==> src/rtl/fpu_selfcheck_seq_pkg.sv <==
// fpu_selfcheck_pkg: shared types and constants for the add/sub self-check
// sequencer.
//   state_e  : sequencer FSM states
//   FLG_*    : bit positions inside the 5-bit flag word
//              {invalid, overflow, underflow, inexact, zero}
//   fp_width : total FP word width from exponent and stored mantissa widths
package fpu_selfcheck_pkg;

  typedef enum logic [1:0] {
    ST_IDLE  = 2'd0,
    ST_RUN   = 2'd1,
    ST_DRAIN = 2'd2,
    ST_DONE  = 2'd3
  } state_e;

  localparam int unsigned FLG_W         = 5;
  localparam int unsigned FLG_INVALID   = 4;
  localparam int unsigned FLG_OVERFLOW  = 3;
  localparam int unsigned FLG_UNDERFLOW = 2;
  localparam int unsigned FLG_INEXACT   = 1;
  localparam int unsigned FLG_ZERO      = 0;

  function automatic int unsigned fp_width(input int unsigned exp_w,
                                           input int unsigned man_w);
    return 1 + exp_w + man_w;
  endfunction

endpackage

==> src/rtl/fpu_selfcheck_seq_if.sv <==
// fpu_selfcheck_seq_if: vector-memory bus between the self-check sequencer
// (master) and the synchronous vector memory (slave).
//   vec_rd_en / vec_addr         : read strobe and address from the sequencer
//   vec_x / vec_y / vec_exp      : operands and expected result, valid the
//                                  cycle after the address
//   vec_flags                    : expected {invalid,overflow,underflow,inexact,zero}
interface fpu_selfcheck_seq_if #(
  parameter int unsigned EXP_W  = 8,
  parameter int unsigned MAN_W  = 23,
  parameter int unsigned ADDR_W = 14
);
  import fpu_selfcheck_pkg::*;

  localparam int unsigned FP_W = fp_width(EXP_W, MAN_W);

  logic              vec_rd_en;
  logic [ADDR_W-1:0] vec_addr;
  logic [FP_W-1:0]   vec_x;
  logic [FP_W-1:0]   vec_y;
  logic [FP_W-1:0]   vec_exp;
  logic [FLG_W-1:0]  vec_flags;

  modport master (
    output vec_rd_en, vec_addr,
    input  vec_x, vec_y, vec_exp, vec_flags
  );

  modport slave (
    input  vec_rd_en, vec_addr,
    output vec_x, vec_y, vec_exp, vec_flags
  );

endinterface

==> src/rtl/fpu_selfcheck_seq_pipe.sv <==
// fpu_selfcheck_pipe: fixed-depth delay line with a per-entry valid bit and
// synchronous flush of all valids.
//   clk, rst (sync, active-low), flush_i : clock / reset / drop all entries
//   valid_i, data_i                      : entry entering stage 0
//   valid_o, data_o                      : entry leaving after DEPTH cycles
//   pend_o                               : some entry is still in flight
//                                          behind the output stage
// DEPTH must be at least 2.
module fpu_selfcheck_pipe #(
  parameter int unsigned DEPTH = 3,
  parameter int unsigned W     = 8
) (
  input  logic         clk,
  input  logic         rst,
  input  logic         flush_i,
  input  logic         valid_i,
  input  logic [W-1:0] data_i,
  output logic         valid_o,
  output logic [W-1:0] data_o,
  output logic         pend_o
);

  logic [DEPTH-1:0] valid_q;
  logic [W-1:0]     data_q [DEPTH];

  // Payload needs no reset: it is only ever looked at under its valid bit.
  always_ff @(posedge clk) begin
    if (!rst || flush_i) begin
      valid_q <= '0;
    end else begin
      valid_q <= {valid_q[DEPTH-2:0], valid_i};
    end
    data_q[0] <= data_i;
    for (int unsigned i = 1; i < DEPTH; i++) begin
      data_q[i] <= data_q[i-1];
    end
  end

  assign valid_o = valid_q[DEPTH-1];
  assign data_o  = data_q[DEPTH-1];
  assign pend_o  = |valid_q[DEPTH-2:0];

endmodule

==> src/rtl/fpu_selfcheck_seq.sv <==
// fpu_selfcheck_seq: streams operand pairs from a synchronous vector memory
// into a LAT-cycle add/sub datapath, one pair per cycle, compares each result
// with the expected word and keeps saturating pass/fail counts plus a capture
// of the first mismatch.
//   clk, rst (sync, active-low)
//   start, abort, num_vec, op_sub, round_mode : run control
//   vec (master)                              : vector memory bus
//   dut_s/e/m x/y, dut_sub, dut_round_mode    : registered adder operands
//   dut_sz/ez/mz, dut_flags                   : adder result
//   busy, done, pass_cnt, fail_cnt, fail_seen,
//   first_fail_idx, first_fail_got            : status / results
// Build option FPU_SELFCHECK_FLAGS_EN: when defined, a vector also requires
// dut_flags == vec_flags to pass; otherwise both flag words are ignored.
module fpu_selfcheck_seq
  import fpu_selfcheck_pkg::*;
#(
  parameter int unsigned  EXP_W  = 8,
  parameter int unsigned  MAN_W  = 23,
  parameter int unsigned  ADDR_W = 14,
  parameter int unsigned  LAT    = 2,   // adder latency, legal 1..8
  parameter int unsigned  CNT_W  = 16,
  localparam int unsigned FP_W   = fp_width(EXP_W, MAN_W)
) (
  input  logic                clk,
  input  logic                rst,
  input  logic                start,
  input  logic                abort,
  input  logic [ADDR_W-1:0]   num_vec,
  input  logic                op_sub,
  input  logic [1:0]          round_mode,
  fpu_selfcheck_seq_if.master vec,
  output logic                dut_sx,
  output logic [EXP_W-1:0]    dut_ex,
  output logic [MAN_W-1:0]    dut_mx,
  output logic                dut_sy,
  output logic [EXP_W-1:0]    dut_ey,
  output logic [MAN_W-1:0]    dut_my,
  output logic                dut_sub,
  output logic [1:0]          dut_round_mode,
  input  logic                dut_sz,
  input  logic [EXP_W-1:0]    dut_ez,
  input  logic [MAN_W-1:0]    dut_mz,
  input  logic [FLG_W-1:0]    dut_flags,
  output logic                busy,
  output logic                done,
  output logic [CNT_W-1:0]    pass_cnt,
  output logic [CNT_W-1:0]    fail_cnt,
  output logic                fail_seen,
  output logic [ADDR_W-1:0]   first_fail_idx,
  output logic [FP_W-1:0]     first_fail_got
);

`ifdef FPU_SELFCHECK_FLAGS_EN
  localparam int unsigned PW = ADDR_W + FP_W + FLG_W;
`else
  localparam int unsigned PW = ADDR_W + FP_W;
`endif

  state_e            state_q;
  logic              busy_q, done_q;
  logic              rd_en_q;
  logic [ADDR_W-1:0] addr_q, last_q;
  logic              rd_d1_q;
  logic [ADDR_W-1:0] idx_d1_q;
  logic              sub_q;
  logic [1:0]        rm_q;
  logic [FP_W-1:0]   opx_q, opy_q;
  logic [CNT_W-1:0]  pass_q, fail_q;
  logic              seen_q;
  logic [ADDR_W-1:0] ffidx_q;
  logic [FP_W-1:0]   ffgot_q;

  logic              kill;
  logic [PW-1:0]     pipe_in, pipe_out;
  logic              pipe_valid, pipe_pend;
  logic              cmp_valid, cmp_pass;
  logic [ADDR_W-1:0] cmp_idx;
  logic [FP_W-1:0]   cmp_exp, got;

  assign kill = abort && (state_q == ST_RUN || state_q == ST_DRAIN);
  assign got  = {dut_sz, dut_ez, dut_mz};

`ifdef FPU_SELFCHECK_FLAGS_EN
  assign pipe_in  = {idx_d1_q, vec.vec_exp, vec.vec_flags};
  assign cmp_pass = (got == cmp_exp) && (dut_flags == pipe_out[FLG_W-1:0]);
`else
  logic unused_flags;
  assign unused_flags = ^{dut_flags, vec.vec_flags};
  assign pipe_in  = {idx_d1_q, vec.vec_exp};
  assign cmp_pass = (got == cmp_exp);
`endif

  assign cmp_idx   = pipe_out[PW-1 -: ADDR_W];
  assign cmp_exp   = pipe_out[PW-ADDR_W-1 -: FP_W];
  assign cmp_valid = pipe_valid && !kill;

  // Entries enter one cycle after their address (when memory data arrives),
  // so with the index register in front the scoreboard spans LAT+2 cycles
  // from issue to compare.
  fpu_selfcheck_pipe #(
    .DEPTH (LAT + 1),
    .W     (PW)
  ) u_pipe (
    .clk     (clk),
    .rst     (rst),
    .flush_i (kill),
    .valid_i (rd_d1_q),
    .data_i  (pipe_in),
    .valid_o (pipe_valid),
    .data_o  (pipe_out),
    .pend_o  (pipe_pend)
  );

  always_ff @(posedge clk) begin
    if (!rst) begin
      state_q  <= ST_IDLE;
      busy_q   <= 1'b0;
      done_q   <= 1'b0;
      rd_en_q  <= 1'b0;
      addr_q   <= '0;
      last_q   <= '0;
      rd_d1_q  <= 1'b0;
      idx_d1_q <= '0;
      sub_q    <= 1'b0;
      rm_q     <= '0;
      opx_q    <= '0;
      opy_q    <= '0;
      pass_q   <= '0;
      fail_q   <= '0;
      seen_q   <= 1'b0;
      ffidx_q  <= '0;
      ffgot_q  <= '0;
    end else begin
      done_q   <= 1'b0;
      rd_d1_q  <= rd_en_q && !kill;
      idx_d1_q <= addr_q;

      if (rd_d1_q) begin
        opx_q <= vec.vec_x;
        opy_q <= vec.vec_y;
      end

      if (cmp_valid) begin
        if (cmp_pass) begin
          pass_q <= (pass_q == '1) ? pass_q : pass_q + 1'b1;
        end else begin
          fail_q <= (fail_q == '1) ? fail_q : fail_q + 1'b1;
          if (!seen_q) begin
            seen_q  <= 1'b1;
            ffidx_q <= cmp_idx;
            ffgot_q <= got;
          end
        end
      end

      case (state_q)
        ST_IDLE: begin
          if (start) begin
            pass_q  <= '0;
            fail_q  <= '0;
            seen_q  <= 1'b0;
            ffidx_q <= '0;
            ffgot_q <= '0;
            sub_q   <= op_sub;
            rm_q    <= round_mode;
            last_q  <= num_vec - 1'b1;
            addr_q  <= '0;
            if (num_vec != '0) begin
              state_q <= ST_RUN;
              busy_q  <= 1'b1;
              rd_en_q <= 1'b1;
            end else begin
              state_q <= ST_DONE;
              done_q  <= 1'b1;
            end
          end
        end
        ST_RUN: begin
          if (abort) begin
            state_q <= ST_IDLE;
            busy_q  <= 1'b0;
            rd_en_q <= 1'b0;
          end else if (addr_q == last_q) begin
            state_q <= ST_DRAIN;
            rd_en_q <= 1'b0;
          end else begin
            addr_q <= addr_q + 1'b1;
          end
        end
        ST_DRAIN: begin
          // Leave when the entry at the output (if any) is the last one, so
          // its counter update and done land on the same edge.
          if (abort) begin
            state_q <= ST_IDLE;
            busy_q  <= 1'b0;
          end else if (!rd_d1_q && !pipe_pend) begin
            state_q <= ST_DONE;
            busy_q  <= 1'b0;
            done_q  <= 1'b1;
          end
        end
        ST_DONE: begin
          state_q <= ST_IDLE;
        end
        default: begin
          state_q <= ST_IDLE;
        end
      endcase
    end
  end

  assign vec.vec_rd_en    = rd_en_q;
  assign vec.vec_addr     = addr_q;
  assign {dut_sx, dut_ex, dut_mx} = opx_q;
  assign {dut_sy, dut_ey, dut_my} = opy_q;
  assign dut_sub          = sub_q;
  assign dut_round_mode   = rm_q;
  assign busy             = busy_q;
  assign done             = done_q;
  assign pass_cnt         = pass_q;
  assign fail_cnt         = fail_q;
  assign fail_seen        = seen_q;
  assign first_fail_idx   = ffidx_q;
  assign first_fail_got   = ffgot_q;

endmodule
==> src/flat_wrapper.sv <==
// flat-port wrapper written by rule: the top's interface ports become plain ports
module fpu_selfcheck_seq_flat import fpu_selfcheck_pkg::*;
#(
  parameter int unsigned  EXP_W  = 8,
  parameter int unsigned  MAN_W  = 23,
  parameter int unsigned  ADDR_W = 14,
  parameter int unsigned  LAT    = 2,                               
  parameter int unsigned  CNT_W  = 16,
  localparam int unsigned FP_W   = fp_width(EXP_W, MAN_W)
)
  (clk, rst, start, abort, num_vec, op_sub, round_mode, dut_sx, dut_ex, dut_mx, dut_sy, dut_ey, dut_my, dut_sub, dut_round_mode, dut_sz, dut_ez, dut_mz, dut_flags, busy, done, pass_cnt, fail_cnt, fail_seen, first_fail_idx, first_fail_got, vec_vec_rd_en, vec_vec_addr, vec_vec_x, vec_vec_y, vec_vec_exp, vec_vec_flags);
  fpu_selfcheck_seq_if #(.EXP_W(EXP_W), .MAN_W(MAN_W), .ADDR_W(ADDR_W)) vec_i ();
  input  logic clk;
  input  logic rst;
  input  logic start;
  input  logic abort;
  input  logic [ADDR_W-1:0] num_vec;
  input  logic op_sub;
  input  logic [1:0] round_mode;
  output logic dut_sx;
  output logic [EXP_W-1:0] dut_ex;
  output logic [MAN_W-1:0] dut_mx;
  output logic dut_sy;
  output logic [EXP_W-1:0] dut_ey;
  output logic [MAN_W-1:0] dut_my;
  output logic dut_sub;
  output logic [1:0] dut_round_mode;
  input  logic dut_sz;
  input  logic [EXP_W-1:0] dut_ez;
  input  logic [MAN_W-1:0] dut_mz;
  input  logic [FLG_W-1:0] dut_flags;
  output logic busy;
  output logic done;
  output logic [CNT_W-1:0] pass_cnt;
  output logic [CNT_W-1:0] fail_cnt;
  output logic fail_seen;
  output logic [ADDR_W-1:0] first_fail_idx;
  output logic [FP_W-1:0] first_fail_got;
  output wire logic [$bits(vec_i.vec_rd_en)-1:0] vec_vec_rd_en;
  output wire logic [$bits(vec_i.vec_addr)-1:0] vec_vec_addr;
  input wire logic [$bits(vec_i.vec_x)-1:0] vec_vec_x;
  input wire logic [$bits(vec_i.vec_y)-1:0] vec_vec_y;
  input wire logic [$bits(vec_i.vec_exp)-1:0] vec_vec_exp;
  input wire logic [$bits(vec_i.vec_flags)-1:0] vec_vec_flags;
  assign vec_vec_rd_en = vec_i.vec_rd_en;
  assign vec_vec_addr = vec_i.vec_addr;
  assign vec_i.vec_x = vec_vec_x;
  assign vec_i.vec_y = vec_vec_y;
  assign vec_i.vec_exp = vec_vec_exp;
  assign vec_i.vec_flags = vec_vec_flags;
  fpu_selfcheck_seq #(.EXP_W(EXP_W), .MAN_W(MAN_W), .ADDR_W(ADDR_W), .LAT(LAT), .CNT_W(CNT_W)) u_core (.clk(clk), .rst(rst), .start(start), .abort(abort), .num_vec(num_vec), .op_sub(op_sub), .round_mode(round_mode), .vec(vec_i), .dut_sx(dut_sx), .dut_ex(dut_ex), .dut_mx(dut_mx), .dut_sy(dut_sy), .dut_ey(dut_ey), .dut_my(dut_my), .dut_sub(dut_sub), .dut_round_mode(dut_round_mode), .dut_sz(dut_sz), .dut_ez(dut_ez), .dut_mz(dut_mz), .dut_flags(dut_flags), .busy(busy), .done(done), .pass_cnt(pass_cnt), .fail_cnt(fail_cnt), .fail_seen(fail_seen), .first_fail_idx(first_fail_idx), .first_fail_got(first_fail_got));
endmodule
==> config.mk <==
export PLATFORM = sky130hd
export DESIGN_NAME = fpu_selfcheck_seq_flat
export DESIGN_NICKNAME = d
export VERILOG_FILES = /design/src/rtl/fpu_selfcheck_seq_pkg.sv /design/src/rtl/fpu_selfcheck_seq_if.sv /design/src/rtl/fpu_selfcheck_seq_pipe.sv /design/src/rtl/fpu_selfcheck_seq.sv /design/src/flat_wrapper.sv
export SDC_FILE = /design/constraint.sdc
export NUM_CORES = 1
export LEC_CHECK = 0
export ABC_CLOCK_PERIOD_IN_PS = 1950
export CORE_AREA = 2 2 173 175
export DETAILED_ROUTE_END_ITERATION = 12
export DIE_AREA = 0 0 175 177
export HOLD_SLACK_MARGIN = 0.06
export PLACE_DENSITY = 0.73
export SYNTH_ARGS = -nofsm -noshare
export SYNTH_HDL_FRONTEND = slang
export SYNTH_SLANG_ARGS = --single-unit
==> constraint.sdc <==
create_clock -name clk -period 1.95 [get_ports clk]
set_clock_uncertainty 0.05 [all_clocks]
set_input_delay 0.195 -clock clk [delete_from_list [all_inputs] [get_ports clk]]
set_output_delay 0.195 -clock clk [all_outputs]
set_load 0.01 [all_outputs]
==> results.py, run 1 <==
metrics = {
    "synth": {
        "synth_cell_type_count": 59,
        "syn_area_um2": 11500,
        "synthTopCellsByArea": "dfxtp_1 59%, mux2i_1 9.9%, nand2_1 4.6%, nor2_1 3.7%, xnor2_1 3.2%",
        "yosysSeqAreaShare_pct": 58.5,
        "synthTopCellsByCount": "335 x dfxtp_1, 139 x nand2_1, 113 x mux2i_1, 112 x nor2_1, 42 x xnor2_1",
        "synthFlopType": "dfxtp_1",
        "async_reset_ff_share_pct": 0,
        "syn-instance-count": 1089,
        "synth.most_common_cell": "dfxtp_1",
        "synth_edf_count": 0,
        "synth_top_area_cell": "dfxtp_1",
        "syn-num-nets": 1256,
        "synth.avg_cell_area_um2": 10.5,
        "synth_seq_cells": 335,
        "synth_top_area_share_pct": 58.5,
        "synth_warnings": 0,
    },
    "global_routing": {
        "grt_overflow": 0,
        "grt_max_degree": 93,
        "grt_antenna_before_repair": 2,
        "grt_usage_pct": 18.3,
        "grt_pass1_vias": 9052,
        "grt_pass1_wl_um": 46000,
    },
    "clock_network": {
        "cts.htree.levels": 2,
        "clock-sinks": 335,
        "clock_path_buffers": 3,
        "clock_latency_ns": 0.52,
        "cts.clk_slew.worst_paths_ns": 0.06,
        "cts-root-buf": "clkbuf_16",
        "cts_tree": "yes",
        "numCtsBuffers": 35,
    },
    "pwr": {
        "ir_worst_vdd_mv": 0.620,
        "powerDensity_nw_per_um2": 986,
        "p_leak_nw": 6.87,
        "power_mw": 17.2,
    },
    "detailed_routing": {
        "drt_wl_total_um": 29700,
        "vias": 9276,
        "ant_nets": 0,
        "drtPass1Iterations": 6,
        "drcViolationCount": 0,
        "drt_iter0_drc": 577,
        "wl_per_cell_um": 15.4,
        "routed_via_density": 4.81,
    },
    "timing": {
        "hold_viol": 0,
        "period_minus_slack_ns": 2.01,
        "fin_crit_sh_pct": 103,
        "maxSlewViolCount": 0,
        "maxSlewHeadroom_pct": 67.2,
        "hold-worst-slack_ns": 0.0789,
        "setup_viol": 48,
        "worst_pin_slew_ns": 0.492,
        "worst_slack_ns": -0.0637,
        "rsz0062_at_grt": "true",
        "timing.fmax_mhz": 497,
    },
    "critical_path": {
        "endpoint_kind": "flop",
        "cp_cell_sequence": "xnor2_2, nand4_1, nor4_2, buf_4, and2_4, or3_4, buf_12, mux2i_1",
        "critPathLaunchType": "flop",
        "critPathMaxStageDelay_ns": 0.33,
        "critPathSlowestCell": "dfxtp_2",
        "path_max_fanout": 14,
        "worstSetupPathType": "flop to flop",
        "rrSetupSlack_ns": -0.06,
        "reg2regPathDepth": 8,
        "r2r-start": "u_core.u_pipe.data_q[0][96]",
        "cp.arrival_ns": 2.41,
        "crit_required_ns": 2.34,
        "rr_endpoint": "u_core.first_fail_got[14]",
    },
    "floorplan": {
        "ios": 322,
        "rows": 63,
        "core-area_um2": 29200,
        "start_util_pct": 39.2,
        "die_x_um": 175,
        "dieArea_um2": 31000,
        "fp.dieH_um": 177,
    },
    "final_layout": {
        "final_area_um2": 17500,
        "drive_above_1_share_pct": 16.1,
        "syn_to_final_growth_pct": 52.3,
        "fin_nets": 1678,
    },
    "hold_path": {
        "holdPathEnd": "u_core.u_pipe.data_q[0][27]",
        "hold_start": "vec_vec_exp[27]",
        "hold_depth": 1,
        "hold_path.class": "input pin to flop",
    },
    "run": {
        "drv_cap": 0,
    },
    "place": {
        "dp_worst_setup_slack_ns": -0.646,
        "finalWeightedCongestion": 0.849,
        "placed_cell_area_um2": 15600,
        "dp_hpwl_um": 20500,
        "io_buffers": 311,
    },
    "status": {
        "outcome": "complete, but fails checks",
        "violations": "setup timing",
    },
}
-- cell families after synthesis --
group                    share of synthesized area, %
buffers and inverters                            2.78
multiplexers                                     10.0
adder cells (fa/ha/maj)                         0.873
flip-flops                                       58.5
AO/OA/AOI/OAI                                    5.90
XOR/XNOR                                         4.74
AND/OR/NAND/NOR                                  17.2
-- area by class of cell --
cell class	count	area [um^2]
diodes	1	2.50
clock buffers	48	955
clock inverters	14	171
fillers	2355	11800
inverters	8	30.0
multi-input cells	693	4800
flip-flops and latches	335	6730
well taps	390	488
repair buffers	438	4290
-- sequential cells by signal (all words and copies together), names as in the netlist, 3 cells and up --
signal and cells:
u_core.u_pipe.data_q 138, u_core.first_fail_got 32, u_core.opx_q 32, u_core.opy_q 32, u_core.fail_cnt 16, u_core.pass_cnt 16
u_core.first_fail_idx 14, u_core.idx_d1_q 14, u_core.last_q 14, u_core.vec.vec_addr 14, u_core.u_pipe.valid_q 3
-- placed cells by master, fill, tap and decap left out, types with 11 or more instances in the layout --
cell type,instances
a21oi_1,25
or3_1,17
o21ai_0,14
xnor2_1,36
clkdlybuf4s50_1,311
nand3_1,17
mux2i_1,113
nand2_1,132
and3_1,11
buf_4,95
nand4_1,23
dfxtp_2,15
a211oi_1,15
nor2_1,109
xor2_1,20
dlygate4sd3_1,19
buf_12,11
and2_1,19
clkbuf_16,36
dfxtp_1,319
-- stage by stage --
stage | utilization, % | std cells | TNS [ns]
after floorplan | - | 1089 | -0.0155
after detailed placement | 53.5 | 1835 | -44.30
after global routing | 59.7 | 1927 | -8.56
final | 59.7 | 1927 | -0.898
after global placement | 53.5 | 1835 | -43.65
after CTS | 58.9 | 1922 | -1.24
-- repair_timing --
item,in CTS,in global routing
buffers inserted,5,4
hold buffers,19,0
gates cloned,3,2
pin swaps,29,41
endpoints found under the hold margin,19,0
setup endpoints to repair,80,92
gates resized for setup,30,67
-- report_power, final --
group | switching (mW) | internal (mW) | total, mW
Clock | 2.67 | 3.75 | 6.41
Combinational | 1.62 | 1.66 | 3.29
Sequential | 0.222 | 7.29 | 7.51
Total | 4.51 | 12.7 | 17.2
-- worst max-delay path by stage --
stage	slack (ns)	startpoint	endpoint	depth (start not counted)
floorplan	-0.02	u_core.state_q[0]	u_core.pass_cnt[14]	8
global placement	-0.65	dut_mz[0]	u_core.pass_cnt[9]	8
detailed placement	-0.65	dut_mz[0]	u_core.first_fail_got[14]	8
CTS	-0.06	u_core.u_pipe.data_q[0][106]	u_core.first_fail_got[23]	9
global route	-0.17	u_core.u_pipe.data_q[0][96]	u_core.first_fail_got[1]	8
finish	-0.06	u_core.u_pipe.data_q[0][96]	u_core.first_fail_got[14]	8
-- layer usage --
| metal | vias up | routed length [um] | track usage (%) | part of all wire (%) |
|---|---|---|---|---|
| li1 | 4588 | - | - | - |
| met2 | 327 | 14200 | 31.1 | 48 |
| met5 | - | 13 | 0 | 0.044 |
| met3 | 63 | 2240 | 5.50 | 7.6 |
| met1 | 4296 | 12500 | 22.3 | 42 |
| met4 | 2 | 778 | 5.66 | 2.6 |
-- critical path: cells and delay by family (launching register included) --
kind | cells | cell delay [ns]
XOR/XNOR | 1 | 0.18
buffers and inverters | 2 | 0.37
flip-flops | 1 | 0.33
multiplexers | 1 | 0.22
AND/OR/NAND/NOR | 4 | 0.78
No activity file was read; power rests on OpenSTA's default activity.
==> inputs of run 2 (changes only) <==
--- a/config.mk
+++ b/config.mk
@@ -9,8 +9,9 @@
 export CORE_AREA = 2 2 173 175
 export DETAILED_ROUTE_END_ITERATION = 12
 export DIE_AREA = 0 0 175 177
+export DONT_BUFFER_PORTS = 1
 export HOLD_SLACK_MARGIN = 0.06
-export PLACE_DENSITY = 0.73
+export PLACE_DENSITY = 0.58
 export SYNTH_ARGS = -nofsm -noshare
 export SYNTH_HDL_FRONTEND = slang
 export SYNTH_SLANG_ARGS = --single-unit
==> results.py, run 2 (synthesized netlist as in run 1, its figures left out) <==
metrics = {
    "timing": {
        "timing.fmax_mhz": 488,
        "period_minus_slack_ns": 2.05,
        "fin_crit_sh_pct": 105,
        "worst_pin_slew_ns": 0.712,
        "maxSlewHeadroom_pct": 52.5,
        "rsz0062_at_grt": "true",
        "hold_viol": 0,
        "worst_slack_ns": -0.101,
        "maxSlewViolCount": 0,
        "setup_viol": 56,
    },
    "hold_path": {
        "hold_path.class": "input pin to flop",
        "hold_start": "abort",
        "holdPathEnd": "u_core.vec.vec_addr[7]",
        "hold_depth": 4,
    },
    "detailed_routing": {
        "routed_via_density": 4.85,
        "vias": 8519,
        "drtPass1Iterations": 5,
        "wl_per_cell_um": 16.6,
        "drt_iter0_drc": 399,
        "ant_nets": 0,
        "drcViolationCount": 0,
        "drt_wl_total_um": 29200,
    },
    "floorplan": {
        "core-area_um2": 29200,
        "die_x_um": 175,
        "rows": 63,
        "start_util_pct": 39.2,
        "fp.dieH_um": 177,
        "ios": 322,
        "dieArea_um2": 31000,
    },
    "critical_path": {
        "path_max_fanout": 7,
        "rrSetupSlack_ns": -0.10,
        "critPathLaunchType": "flop",
        "worstSetupPathType": "flop to flop",
        "reg2regPathDepth": 8,
        "rr_endpoint": "u_core.first_fail_got[14]",
        "crit_required_ns": 2.35,
        "r2r-start": "u_core.u_pipe.data_q[0][98]",
        "cp.arrival_ns": 2.45,
        "endpoint_kind": "flop",
    },
    "status": {
        "outcome": "complete, but fails checks",
        "violations": "setup timing",
    },
    "pwr": {
        "powerDensity_nw_per_um2": 1110,
        "ir_worst_vdd_mv": 0.775,
        "p_leak_nw": 6.43,
    },
    "final_layout": {
        "largest_reg_flops": 138,
        "final_area_um2": 16000,
        "layout_common_cells": "314 x dfxtp_1, 150 x dlygate4sd3_1, 133 x nand2_1, 113 x mux2i_1, 111 x nor2_1",
        "top_register": "u_core.u_pipe.data_q",
        "final_cells": 1755,
        "drive_above_1_share_pct": 19.8,
        "syn_to_final_growth_pct": 39.5,
        "fillCellCount": 2462,
        "fin_nets": 1501,
        "layout_commonest_cell": "dfxtp_1",
        "fin_util_pct": 54.7,
    },
    "global_routing": {
        "grt_pass1_vias": 8562,
        "met3_usage_pct": 6.38,
        "grt_pass1_wl_um": 44600,
        "grt_antenna_before_repair": 4,
        "grt_usage_pct": 17.8,
        "top_usage_layer": "met2",
        "gr-usage-met1_pct": 20.9,
        "grt_overflow": 0,
        "grt_util_met2_pct": 30.1,
        "grt_max_degree": 90,
    },
    "place": {
        "placed_cell_area_um2": 12500,
        "placedCellCount": 1520,
        "dp_hpwl_um": 18700,
        "finalWeightedCongestion": 0.830,
        "io_buffers": 0,
    },
    "clock_network": {
        "cts-root-buf": "clkbuf_16",
        "clock_path_buffers": 3,
        "clock-sinks": 335,
        "numCtsBuffers": 37,
        "cts.htree.levels": 2,
        "cts_tree": "yes",
        "cts.clk_slew.worst_paths_ns": 0.06,
        "clock_latency_ns": 0.52,
    },
    "run": {
        "drv_cap": 0,
    },
}
==> run 2: changes by cell type in the layout (fill, tap and decap cells not counted), sizes merged <==
cell	delta
bufinv	+2
clkbuf	-1
clkdlybuf4s50	-311
clkinv	-1
clkinvlp	+2
diode	+2
dlygate4sd3	+131
dlymetal6s4s	+1
inv	+4
o21ai	-1
==> run 2: power breakdown <==
group / internal (mW) / switching, mW
Combinational: 1.37 / 1.47
Clock: 4.37 / 2.86
Sequential: 7.29 / 0.375
Total: 13.0 / 4.71
==> run 2: routing by layer <==
metal  vias up  wire (um)
li1       4242          -
met5         -          0
met2       266      14000
met3        53       2460
met4         0        731
met1      3958      12000
==> run 2: worst max-delay path by stage <==
stage / from / to / slack (ns) / depth (start not counted)
2_1_floorplan: u_core.state_q[0] / u_core.pass_cnt[14] / -0.02 / 8
4_1_cts: u_core.u_pipe.data_q[0][121] / u_core.pass_cnt[13] / -0.07 / 8
3_5_place_dp: u_core.u_pipe.data_q[0][92] / u_core.first_fail_got[8] / -0.33 / 7
5_1_grt: u_core.u_pipe.data_q[0][115] / u_core.first_fail_got[11] / -0.21 / 8
3_3_place_gp: u_core.u_pipe.data_q[0][92] / u_core.first_fail_got[5] / -0.30 / 7
6_report: u_core.u_pipe.data_q[0][98] / u_core.first_fail_got[14] / -0.10 / 8
==> run 2: area by class of cell <==
type,count,area (um^2),area share [%]
tap,390,488,3.05
multi-input combinational,692,4840,30.3
antenna,3,7.51,0.0470
inverter,8,30.0,0.188
timing repair buffer,260,2590,16.2
clock inverter,21,250,1.57
clock buffer,46,1040,6.50
sequential,335,6740,42.1
==> run 2: what timing repair did <==
item                                   CTS  global route
gates resized for setup                 44            64
setup buffers                            4             9
setup endpoints to repair               84            92
hold buffers                           151             0
pin swaps                               30            29
gates cloned                             1             2
endpoints found under the hold margin  175             0
==> run 2: critical path, stage by stage (launching register included) <==
cell and delay (ns):
dfxtp_2 0.32, xnor2_1 0.18, nand4_1 0.16, nor4_2 0.24
buf_4 0.18, and2_4 0.16, or3_4 0.27, clkbuf_16 0.21
mux2i_1 0.19
==> run 2: stage by stage <==
stage / hold slack [ns] / setup WS (ns) / total power [mW] / setup TNS (ns)
floorplan: 0.173 / -0.0155 / 9.28 / -0.0155
global placement: 0.173 / -0.300 / 9.98 / -19.24
detailed placement: 0.173 / -0.331 / 10.0 / -19.89
CTS: 0.0641 / -0.0722 / 17.7 / -1.77
global route: 0.0845 / -0.210 / 18.5 / -9.70
finish: 0.0553 / -0.101 / 17.7 / -2.89
==> inputs of run 3 (changes only) <==
--- a/config.mk
+++ b/config.mk
@@ -6,12 +6,13 @@
 export NUM_CORES = 1
 export LEC_CHECK = 0
 export ABC_CLOCK_PERIOD_IN_PS = 1950
-export CORE_AREA = 2 2 173 175
+export CORE_AREA = 2 2 206 147
 export DETAILED_ROUTE_END_ITERATION = 12
-export DIE_AREA = 0 0 175 177
+export DIE_AREA = 0 0 208 149
 export DONT_BUFFER_PORTS = 1
 export HOLD_SLACK_MARGIN = 0.06
 export PLACE_DENSITY = 0.58
+export REMOVE_ABC_BUFFERS = 1
 export SYNTH_ARGS = -nofsm -noshare
 export SYNTH_HDL_FRONTEND = slang
 export SYNTH_SLANG_ARGS = --single-unit
==> constraint.sdc (replaced) <==
create_clock -name clk -period 1.95 [get_ports clk]
set_clock_uncertainty 0.05 [all_clocks]
set_input_delay 0.195 -clock clk [delete_from_list [all_inputs] [get_ports clk]]
set_output_delay 0.195 -clock clk [all_outputs]
set_load 0.005 [all_outputs]
==> results.py, run 3 (synthesized netlist as in run 1, its figures left out) <==
metrics = {
    "final_layout": {
        "layout_commonest_cell": "dfxtp_1",
        "top_register": "u_core.u_pipe.data_q",
        "seq_area_um2": 6730,
        "drive_above_1_share_pct": 17.2,
        "fin_nets": 1493,
        "layout_common_cells": "319 x dfxtp_1, 152 x dlygate4sd3_1, 135 x nand2_1, 112 x mux2i_1, 111 x nor2_1",
        "insertedDiodeCount": 0,
        "largest_reg_flops": 138,
        "fillCellCount": 2546,
        "multi_input_area_um2": 4720,
        "syn_to_final_growth_pct": 36.8,
    },
    "place": {
        "dp_hpwl_um": 19300,
        "dp_worst_setup_slack_ns": -0.252,
        "finalWeightedCongestion": 0.804,
        "io_buffers": 0,
    },
    "global_routing": {
        "grt_overflow": 0,
        "grt_pass1_wl_um": 45900,
        "grt_max_degree": 66,
        "grt_usage_pct": 18.5,
        "grt_antenna_before_repair": 0,
        "grt_pass1_vias": 8321,
    },
    "critical_path": {
        "r2r-start": "u_core.u_pipe.data_q[0][107]",
        "rr_endpoint": "u_core.first_fail_got[3]",
        "critPathMaxStageDelay_ns": 0.36,
        "reg2regPathDepth": 8,
        "crit_required_ns": 2.33,
        "path_buf_inv": 2,
        "critPathLaunchType": "flop",
        "critPathSlowestCell": "nor4_2",
        "cp_top_family": "simple AND/OR/NAND/NOR gates",
        "endpoint_kind": "flop",
        "cp.arrival_ns": 2.50,
        "rrSetupSlack_ns": -0.17,
        "cp_cell_sequence": "xnor2_2, nand4_1, nor4_2, buf_4, and2_4, or3_4, clkbuf_16, mux2i_1",
        "worstSetupPathType": "flop to flop",
        "path_max_fanout": 8,
    },
    "status": {
        "outcome": "complete, but fails checks",
        "violations": "setup timing",
    },
    "clock_network": {
        "clock_path_buffers": 3,
        "clock-sinks": 335,
        "cts-root-buf": "clkbuf_16",
        "clock_latency_ns": 0.53,
        "cts_tree": "yes",
        "cts.htree.levels": 2,
        "numCtsBuffers": 34,
        "cts.clk_slew.worst_paths_ns": 0.07,
    },
    "pwr": {
        "p_switching_mw": 4.49,
        "ir_worst_vdd_mv": 0.635,
        "p_int_mw": 12.8,
        "p_comb_share_pct": 15.6,
        "clock_power_share_pct": 40.3,
        "seq_power_share_pct": 44.1,
        "p_leak_nw": 6.23,
        "powerDensity_nw_per_um2": 1100,
        "switching_share_pct": 26.0,
        "power_mw": 17.3,
    },
    "timing": {
        "hold_viol": 0,
        "worst_pin_slew_ns": 0.670,
        "maxSlewHeadroom_pct": 55.4,
        "maxSlewViolCount": 0,
        "rsz0062_at_grt": "true",
        "final.setup.tns_ns": -7.08,
        "fin_crit_sh_pct": 109,
        "period_minus_slack_ns": 2.12,
        "worst_slack_ns": -0.169,
        "setup_viol": 67,
        "timing.fmax_mhz": 472,
    },
    "hold_path": {
        "hold_path.class": "input pin to flop",
        "holdPathEnd": "u_core.vec.vec_rd_en",
        "hold_depth": 3,
        "hold_start": "start",
    },
    "floorplan": {
        "start_util_pct": 39.1,
        "dieArea_um2": 31000,
        "ios": 322,
        "core-area_um2": 29300,
        "rows": 53,
        "die_x_um": 208,
        "fp.dieH_um": 149,
    },
    "detailed_routing": {
        "drtPass1Iterations": 5,
        "met3_length_um": 2460,
        "routed_via_density": 4.91,
        "wl_met1_um": 13700,
        "vias": 8516,
        "met2_length_um": 13400,
        "highest_layer": "met4",
        "wl_per_cell_um": 17.4,
        "drcViolationCount": 0,
        "drt_wl_total_um": 30300,
        "ant_nets": 0,
        "drt_iter0_drc": 572,
    },
    "run": {
        "drv_cap": 0,
    },
}
[run 3: cell count changes in the layout (fill, tap and decap cells not counted), sizes merged]
cell and delta:
bufinv +1, inv -4, diode -3, dlygate4sd3 +2, clkinv -4, buf -7
[run 3: worst max-delay path by stage]
stage	startpoint	to	slack (ns)	cells after the start
after floorplan	u_core.state_q[0]	u_core.pass_cnt[0]	-1.82	6
after global placement	u_core.state_q[0]	u_core.pass_cnt[14]	-0.23	8
after detailed placement	u_core.state_q[0]	u_core.pass_cnt[14]	-0.25	8
after CTS	u_core.u_pipe.data_q[0][113]	u_core.first_fail_got[21]	-0.08	8
after global routing	u_core.u_pipe.data_q[0][121]	u_core.first_fail_idx[13]	-0.25	8
final	u_core.u_pipe.data_q[0][107]	u_core.first_fail_got[3]	-0.17	8
[run 3: through the flow]
stage               util (%)  hold slack [ns]  cells  area [um^2]
detailed placement      42.6            0.173   1513        12500
CTS                     52.2           0.0759   1727        15300
floorplan                  -            0.173   1035        11200
global placement        42.6            0.173   1513        12500
finish                  53.5            0.102   1735        15700
global route            53.5            0.118   1735        15700
[run 3: per-layer routing]
layer	global-route usage (%)	vias to the layer above
met1	24.4	3936
met3	6.29	57
met4	5.67	0
met5	0	-
met2	28.9	310
li1	-	4213
[run 3: worst min-delay path: stages]
cell	delay [ns]
mux2_4	0.16
a21oi_1	0.06
a311oi_1	0.22
[run 3: power groups by stage]
| stage | clock, mW | sequential (mW) | combinational, mW |
|---|---|---|---|
| 6_report | 6.96 | 7.62 | 2.69 |
| 3_3_place_gp | 0 | 7.75 | 2.17 |
| 4_1_cts | 7.15 | 7.60 | 2.57 |
| 3_5_place_dp | 0 | 7.74 | 2.20 |
| 2_1_floorplan | 0 | 7.75 | 1.39 |
| 5_1_grt | 7.41 | 7.67 | 2.94 |
[run 3: layout make-up]
| class | count | area share [%] |
|---|---|---|
| sequential | 335 | 42.9 |
| multi-input combinational | 692 | 30.1 |
| timing repair buffer | 255 | 16.0 |
| clock buffer | 46 | 6.23 |
| tap | 385 | 3.07 |
| clock inverter | 14 | 1.48 |
| inverter | 8 | 0.192 |
[run 3: what timing repair did]
item                                   4_1_cts  5_1_grt
hold buffers                               153        0
pin swaps                                    6       27
endpoints found under the hold margin      183        0
resized for setup                           14       67
gates cloned                                 1        2
setup buffers                                0        6
setup endpoints to repair                   70       94
